===== config.mk =====
export PLATFORM = sky130hd
export DESIGN_NAME = plotfour_game_ctrl
export DESIGN_NICKNAME = d
export VERILOG_FILES = /design/src/rtl/plotfour_game_ctrl.sv
export SDC_FILE = /design/constraint.sdc
export NUM_CORES = 1
export LEC_CHECK = 0
export BUFFER_PORTS_ARGS = -buffer_cell sky130_fd_sc_hd__buf_2
export CAP_MARGIN = 20
export CELL_PAD_IN_SITES_DETAIL_PLACEMENT = 0
export CELL_PAD_IN_SITES_GLOBAL_PLACEMENT = 1
export CORE_MARGIN = 1.5
export CORE_UTILIZATION = 32
export DETAILED_ROUTE_END_ITERATION = 10
export GPL_ROUTABILITY_DRIVEN = 0
export PLACE_DENSITY = 0.57
export SKIP_CTS_REPAIR_TIMING = 1
export SLEW_MARGIN = 20
export SYNTH_ARGS = -nofsm -noshare
export SYNTH_HDL_FRONTEND = slang
export SYNTH_SLANG_ARGS = --single-unit

===== constraint.sdc =====
create_clock -name clk -period 5 [get_ports clk]
set_input_delay 0.75 -clock clk [delete_from_list [all_inputs] [get_ports clk]]
set_output_delay 0.75 -clock clk [all_outputs]
set_load 0.02 [all_outputs]

===== src/rtl/plotfour_game_ctrl.sv =====
// -----------------------------------------------------------------------------
// plotfour_game_ctrl
//
// Sequential game controller for the 4x5 plot-four board. It sequences the two
// players' turns, edge-detects their move strobes, validates and commits each
// selected square into the blue (player one) or red (player two) occupancy
// register, then scans the 17 winning lines one per cycle against the mover's
// board.
//
// Ports
//   clk         in   system clock
//   resetn      in   asynchronous active-low reset
//   start       in   level; rising edge starts/restarts a game (any state)
//   p_one       in   level; rising edge = player one submits square
//   p_two       in   level; rising edge = player two submits square
//   square      in   [5:0] selected square index, row*COLS + col
//   blue        out  [19:0] player one occupancy
//   red         out  [19:0] player two occupancy
//   turn        out  1 = player one to move, 0 = player two
//   p_one_win   out  sticky player one win flag
//   p_two_win   out  sticky player two win flag
//   draw        out  sticky board-full-no-winner flag
//   illegal     out  one-cycle pulse on a rejected submission
//   busy        out  high while committing or scanning lines
//   move_count  out  [4:0] squares filled, 0..20
//
// Timing: a move edge sampled at the end of cycle T is committed during T+1
// (bit visible in T+2); line k is scanned in cycle T+2+k, so a win on line k
// is flagged in T+3+k and, without a win, the turn toggles in T+19.
// -----------------------------------------------------------------------------
module plotfour_game_ctrl #(
   parameter int unsigned ROWS    = 4,
   parameter int unsigned COLS    = 5,
   parameter int unsigned TIMEOUT = 250000000
) (
   input  logic        clk,
   input  logic        resetn,
   input  logic        start,
   input  logic        p_one,
   input  logic        p_two,
   input  logic [5:0]  square,
   output logic [19:0] blue,
   output logic [19:0] red,
   output logic        turn,
   output logic        p_one_win,
   output logic        p_two_win,
   output logic        draw,
   output logic        illegal,
   output logic        busy,
   output logic [4:0]  move_count
);

   localparam logic [5:0]  N_SQ_6     = 6'(ROWS * COLS);
   localparam logic [4:0]  N_SQ_5     = 5'(ROWS * COLS);
   localparam logic [4:0]  COLS_5     = 5'(COLS);
   localparam logic [4:0]  LAST_LINE  = 5'd16;
   localparam logic [31:0] TIMEOUT_M1 = 32'(TIMEOUT - 1);

   typedef enum logic [2:0] {
      S_IDLE,
      S_WAIT,
      S_COMMIT,
      S_CHECK,
      S_DONE
   } state_e;

   // Square mask of winning line idx, in scan order:
   //   0-7   horizontals, row = idx/2, start column = idx%2
   //   8-12  verticals, columns 0..4
   //   13-14 down-right diagonals from squares 0 and 1
   //   15-16 down-left diagonals from squares 3 and 4
   function automatic logic [19:0] line_mask(input logic [4:0] idx);
      logic [19:0] m;
      logic [4:0]  base;
      m    = '0;
      base = '0;
      if (idx <= 5'd7) begin
         base = ({3'd0, idx[2:1]} * COLS_5) + {4'd0, idx[0]};
         m    = 20'h0000F << base;
      end else if (idx <= 5'd12) begin
         m = 20'h08421 << (idx - 5'd8);
      end else begin
         case (idx)
            5'd13:   m = 20'h41041;
            5'd14:   m = 20'h82082;
            5'd15:   m = 20'h08888;
            5'd16:   m = 20'h11110;
            default: m = '0;
         endcase
      end
      return m;
   endfunction

   state_e      state_q, state_d;
   logic [19:0] blue_q, blue_d;
   logic [19:0] red_q, red_d;
   logic        turn_q, turn_d;
   logic        p1_win_q, p1_win_d;
   logic        p2_win_q, p2_win_d;
   logic        draw_q, draw_d;
   logic        illegal_q, illegal_d;
   logic [4:0]  move_cnt_q, move_cnt_d;
   logic [4:0]  sq_q, sq_d;
   logic [4:0]  line_q, line_d;
   logic [31:0] timer_q, timer_d;
   logic        start_prev_q, p1_prev_q, p2_prev_q;

   logic        start_edge, p1_edge, p2_edge;
   logic        on_turn_edge, off_turn_edge;
   logic [19:0] occupancy;
   logic        occupied;
   logic [19:0] mover_board;
   logic [19:0] cur_mask;

   assign start_edge    = start & ~start_prev_q;
   assign p1_edge       = p_one & ~p1_prev_q;
   assign p2_edge       = p_two & ~p2_prev_q;
   assign on_turn_edge  = turn_q ? p1_edge : p2_edge;
   assign off_turn_edge = turn_q ? p2_edge : p1_edge;

   // ---------------------------------------------------------------------------
   // State register
   // ---------------------------------------------------------------------------
   always_ff @(posedge clk or negedge resetn) begin
      // NOTE: sequential state uses non-blocking assignments so every register
      // samples the values from before this edge, whatever the statement order.
      if (!resetn) begin
         state_q      <= S_IDLE;
         blue_q       <= '0;
         red_q        <= '0;
         turn_q       <= 1'b1;
         p1_win_q     <= 1'b0;
         p2_win_q     <= 1'b0;
         draw_q       <= 1'b0;
         illegal_q    <= 1'b0;
         move_cnt_q   <= '0;
         sq_q         <= '0;
         line_q       <= '0;
         timer_q      <= '0;
         start_prev_q <= 1'b0;
         p1_prev_q    <= 1'b0;
         p2_prev_q    <= 1'b0;
      end else begin
         state_q      <= state_d;
         blue_q       <= blue_d;
         red_q        <= red_d;
         turn_q       <= turn_d;
         p1_win_q     <= p1_win_d;
         p2_win_q     <= p2_win_d;
         draw_q       <= draw_d;
         illegal_q    <= illegal_d;
         move_cnt_q   <= move_cnt_d;
         sq_q         <= sq_d;
         line_q       <= line_d;
         timer_q      <= timer_d;
         start_prev_q <= start;
         p1_prev_q    <= p_one;
         p2_prev_q    <= p_two;
      end
   end

   // ---------------------------------------------------------------------------
   // Next-state and datapath logic
   // ---------------------------------------------------------------------------
   always_comb begin
      // NOTE: every variable gets a default before any branch, so no path
      // through this block can leave a value unassigned and infer a latch.
      state_d     = state_q;
      blue_d      = blue_q;
      red_d       = red_q;
      turn_d      = turn_q;
      p1_win_d    = p1_win_q;
      p2_win_d    = p2_win_q;
      draw_d      = draw_q;
      illegal_d   = 1'b0;
      move_cnt_d  = move_cnt_q;
      sq_d        = sq_q;
      line_d      = line_q;
      timer_d     = timer_q;

      occupancy   = blue_q | red_q;
      occupied    = occupancy[square[4:0]];
      mover_board = turn_q ? blue_q : red_q;
      cur_mask    = line_mask(line_q);

      if (start_edge) begin
         // A start edge restarts from any state and wins over a move edge.
         state_d    = S_WAIT;
         blue_d     = '0;
         red_d      = '0;
         turn_d     = 1'b1;
         p1_win_d   = 1'b0;
         p2_win_d   = 1'b0;
         draw_d     = 1'b0;
         move_cnt_d = '0;
         line_d     = '0;
         timer_d    = '0;
      end else begin
         case (state_q)
            S_IDLE: begin
               // Moves are ignored until a game is started.
            end

            S_WAIT: begin
               // Idle timer: forfeit the turn after TIMEOUT waiting cycles.
               if (TIMEOUT != 0) begin
                  if (timer_q == TIMEOUT_M1) begin
                     turn_d  = ~turn_q;
                     timer_d = '0;
                  end else begin
                     timer_d = timer_q + 32'd1;
                  end
               end

               if (on_turn_edge) begin
                  // Range check first so the occupancy lookup is only
                  // meaningful for indices that exist on the board.
                  if (square >= N_SQ_6) begin
                     illegal_d = 1'b1;
                  end else if (occupied) begin
                     illegal_d = 1'b1;
                  end else begin
                     // An accepted move beats a coincident timeout.
                     sq_d    = square[4:0];
                     turn_d  = turn_q;
                     timer_d = '0;
                     state_d = S_COMMIT;
                  end
               end else if (off_turn_edge) begin
                  illegal_d = 1'b1;
               end
            end

            S_COMMIT: begin
               if (turn_q) begin
                  blue_d[sq_q] = 1'b1;
               end else begin
                  red_d[sq_q] = 1'b1;
               end
               move_cnt_d = move_cnt_q + 5'd1;
               line_d     = '0;
               state_d    = S_CHECK;
            end

            S_CHECK: begin
               if ((mover_board & cur_mask) == cur_mask) begin
                  if (turn_q) begin
                     p1_win_d = 1'b1;
                  end else begin
                     p2_win_d = 1'b1;
                  end
                  state_d = S_DONE;
               end else if (line_q == LAST_LINE) begin
                  if (move_cnt_q == N_SQ_5) begin
                     draw_d  = 1'b1;
                     state_d = S_DONE;
                  end else begin
                     turn_d  = ~turn_q;
                     timer_d = '0;
                     state_d = S_WAIT;
                  end
               end else begin
                  line_d = line_q + 5'd1;
               end
            end

            S_DONE: begin
               // Board and flags hold until start or reset.
            end

            default: state_d = S_IDLE;
         endcase
      end
   end

   // ---------------------------------------------------------------------------
   // Outputs
   // ---------------------------------------------------------------------------
   always_comb begin
      busy       = (state_q == S_COMMIT) || (state_q == S_CHECK);
      blue       = blue_q;
      red        = red_q;
      turn       = turn_q;
      p_one_win  = p1_win_q;
      p_two_win  = p2_win_q;
      draw       = draw_q;
      illegal    = illegal_q;
      move_count = move_cnt_q;
   end

endmodule


==> metrics.txt <==
max-cap violation count 0; Post-synth ARST share 100%; Comb pwr share 41.5%; Crit. End Element flip-flop; Yosys top cell area share 38.6%; Psw around 1.2 mW; Via Count ~6000; f_max ~230 MHz; warnings from Yosys 0; library cells used by synthesis 80; Hold Path Class reg2reg; static leakage around 3.2 nW; Die ar. 20500 um2; worst slack, placed ~0.74 ns; vias in the first global route roughly 5500; worst setup path start line_q[0]; antenna viol nets, final 0; skew final 0.0102 ns; mean area per synthesized cell 8.62 um2; initial antenna violation count 0; Inserted Diodes 0; reg-to-reg endpoint timer_q[6]; largest area contributor in the synthesized netlist dfrtp_1; P_int about 1.7 mW; Power Density just over 400 nW/um2; layout cell share with drive strength beyond 1 15.9%; CTS Buf Count 9; fin. max-slew vios 0; CTS HTree Levels 3; Final WS setup 0.684 ns; fill cell count 2022; Worst-Margin Slew about 1.1 ns; met3 global-route usage 2.41%; clk root buf clkbuf_16; core area between 15000 and 20000 um2; status completed; TritonCTS clock tree built; final worst-path cycle share about 86%; Initial Utilization approximately a third; CP Launch Type flip-flop; # setup viols final 0; EDFF count, synth 0; post-route setup TNS 0 ns; nets@finish 798; largest fanout on the critical path 28; Detailed Place HPWL 14.5 mm; met2 Use GR a little under a third; Detailed Route Iter0 Violations between 500 and 600; First-pass DRT Iterations 6; clock buffer depth 2; I/O pin count between 60 and 70; RSZ-0062 raised after global routing no; clock network latency to the later pin of the worst-skew pair 0.36 ns; pin count of the biggest net entering global routing 68; synthesized cell area 6300 um2; Top Usage Layer GRT met2; multi-input logic area approximately 3600 um2; die width approximately 140 um; CP endpoint timer_q[6]; final hold vios 0; Die Y 143 um; Via-to-Cell Ratio approximately 5.7; Sinks on Clock Net 98; R2R cell count 11; Area Overhead vs Synth 13.2%; Seq/Total Area, Yosys around 39%; Syn Nets between 700 and 800; number of cell rows 51; Worst EP arrival about 4.6 ns; part of the power in the clock network between 20 and 25%; reg2reg start line_q[0]; sw frac 42.1%; ranking of synthesized cells by area dfrtp_1 (39%), nor2_1 (6.0%), a21oi_1 (5.1%); hold slack final about 0.45 ns; CP required roughly 5.3 ns; crit path time final 4.32 ns; #FFs+latches synth 98; first-pass GRT wire length between 30 and 40 mm; M1 GR Usage between 20% and 30%; WL final 20.2 mm; DRC 0; Post-Synthesis Cells 730; Clock transition at path regs approximately 0.070 ns; slew margin rel. between 20% and 30%; WL per Instance just under 20 um; Reg power frac between 30% and 40%; total grt overflow 0; flop2flop setup slack between 0.6 and 0.7 ns; Port Buffer Count around 60; Crit Path Class reg2reg; All-Layer GR Usage approximately 20%; Max IR drop VDD about 0.19 mV; Reg area between 2000 and 2500 um2; ys flop type dfrtp_1
worst min path at each step:
stage / from / endpoint / depth (start not counted) / slack (ns)
4_1_cts: state_q[2] / state_q[1] / 1 / 0.45
5_1_grt: state_q[2] / state_q[1] / 1 / 0.48
3_3_place_gp: state_q[2] / state_q[1] / 1 / 0.42
6_report: state_q[2] / state_q[1] / 1 / 0.45
3_5_place_dp: state_q[2] / state_q[1] / 1 / 0.44
2_1_floorplan: state_q[2] / state_q[1] / 1 / 0.41
cells in the final DEF (no fill, tap or decap), types with 8 or more instances in the layout:
master	synthesis	routed
a21oi_1	64	64
nor2_1	101	101
nand3_1	18	18
o22ai_1	14	14
and2_1	10	10
mux2i_1	17	17
nor3_1	21	21
o21ai_1	37	37
clkbuf_16	0	9
nand4_1	11	11
inv_1	17	17
a211oi_1	8	8
and3_1	16	16
o21ai_0	29	29
nand2_1	49	49
nand2b_1	16	16
buf_4	3	11
a31oi_1	16	16
mux2_2	17	17
dfrtp_1	97	97
buf_2	14	60
ha_1	12	12
logic make-up after synthesis:
group / after synthesis / synth area share [%]
AO/OA/AOI/OAI: 230 / 23.3
multiplexers: 38 / 6.86
AND/OR/NAND/NOR: 291 / 23.5
buffers and inverters: 56 / 4.15
flip-flops: 98 / 39.0
adder cells (fa/ha/maj): 12 / 2.38
XOR/XNOR: 5 / 0.815
power by group through the flow:
stage | combinational (mW) | clock [mW] | sequential (mW)
3_3_place_gp | 1.22 | 0 | 1.00
5_1_grt | 1.33 | 0.785 | 1.01
6_report | 1.22 | 0.731 | 0.993
3_5_place_dp | 1.20 | 0 | 1.01
4_1_cts | 1.21 | 0.757 | 0.991
2_1_floorplan | 0.857 | 0 | 1.02
cells in the mapped netlist (3+ instances only):
library cell,n
a211oi_1,8
buf_6,3
mux2i_1,17
nand2_1,49
buf_2,14
a22oi_1,3
or3_1,4
nor2_1,101
a32oi_1,5
and3_1,16
nor3_1,21
a22o_1,5
o32ai_1,4
nand4_1,11
and4_1,5
o31ai_1,6
o221ai_1,3
ha_1,12
nor3b_1,5
buf_1,4
o21ai_1,37
nand2b_1,16
nand3_1,18
a31oi_1,16
nor4_1,7
and2_1,10
o21ai_0,29
a211o_1,3
clkbuf_1,13
xor2_1,3
nand3b_1,5
inv_1,17
o22ai_1,14
nor2b_1,6
or2_2,3
dfrtp_1,97
a21oi_1,64
mux2_2,17
buf_4,3
cell type report:
class / count / area share [%]
flip-flops and latches: 98 / 34.4
inverters: 19 / 1.00
multi-input cells: 576 / 50.3
clock inverters: 6 / 1.00
clock buffers: 10 / 3.21
repair buffers: 71 / 5.37
well taps: 265 / 4.65
sequential cells by signal (all words and copies together), names as in the netlist, 3 cells and up:
signal	cells
state_q	3
blue	20
move_count	5
red	20
line_q	5
sq_q	5
timer_q	32
critical path, stage by stage, from the launching register on:
cell	delay (ns)
dfrtp_1	0.46
ha_1	0.51
ha_1	0.50
xor2_2	0.37
mux2i_1	0.27
a31oi_1	0.16
o32ai_1	0.33
a2111oi_0	0.10
nand4_1	0.18
nand2_1	0.58
or4b_1	0.71
nand2_1	0.08
per-layer routing:
metal | part of all wire (%) | wire length, um
met3 | 4.5 | 903
met4 | 1.9 | 387
met1 | 49 | 9780
met5 | 0 | 0
met2 | 45 | 9090
stage by stage:
step | cell area (um2) | util (%) | std cells | total power [mW]
after floorplan | 6300 | - | 730 | 1.88
after global placement | 6830 | 35.2 | 1029 | 2.23
after detailed placement | 6830 | 35.2 | 1029 | 2.21
after CTS | 7130 | 36.7 | 1045 | 2.96
after global routing | 7130 | 36.7 | 1045 | 3.13
final | 7130 | 36.7 | 1045 | 2.94
No activity file was read; power rests on OpenSTA's default activity.
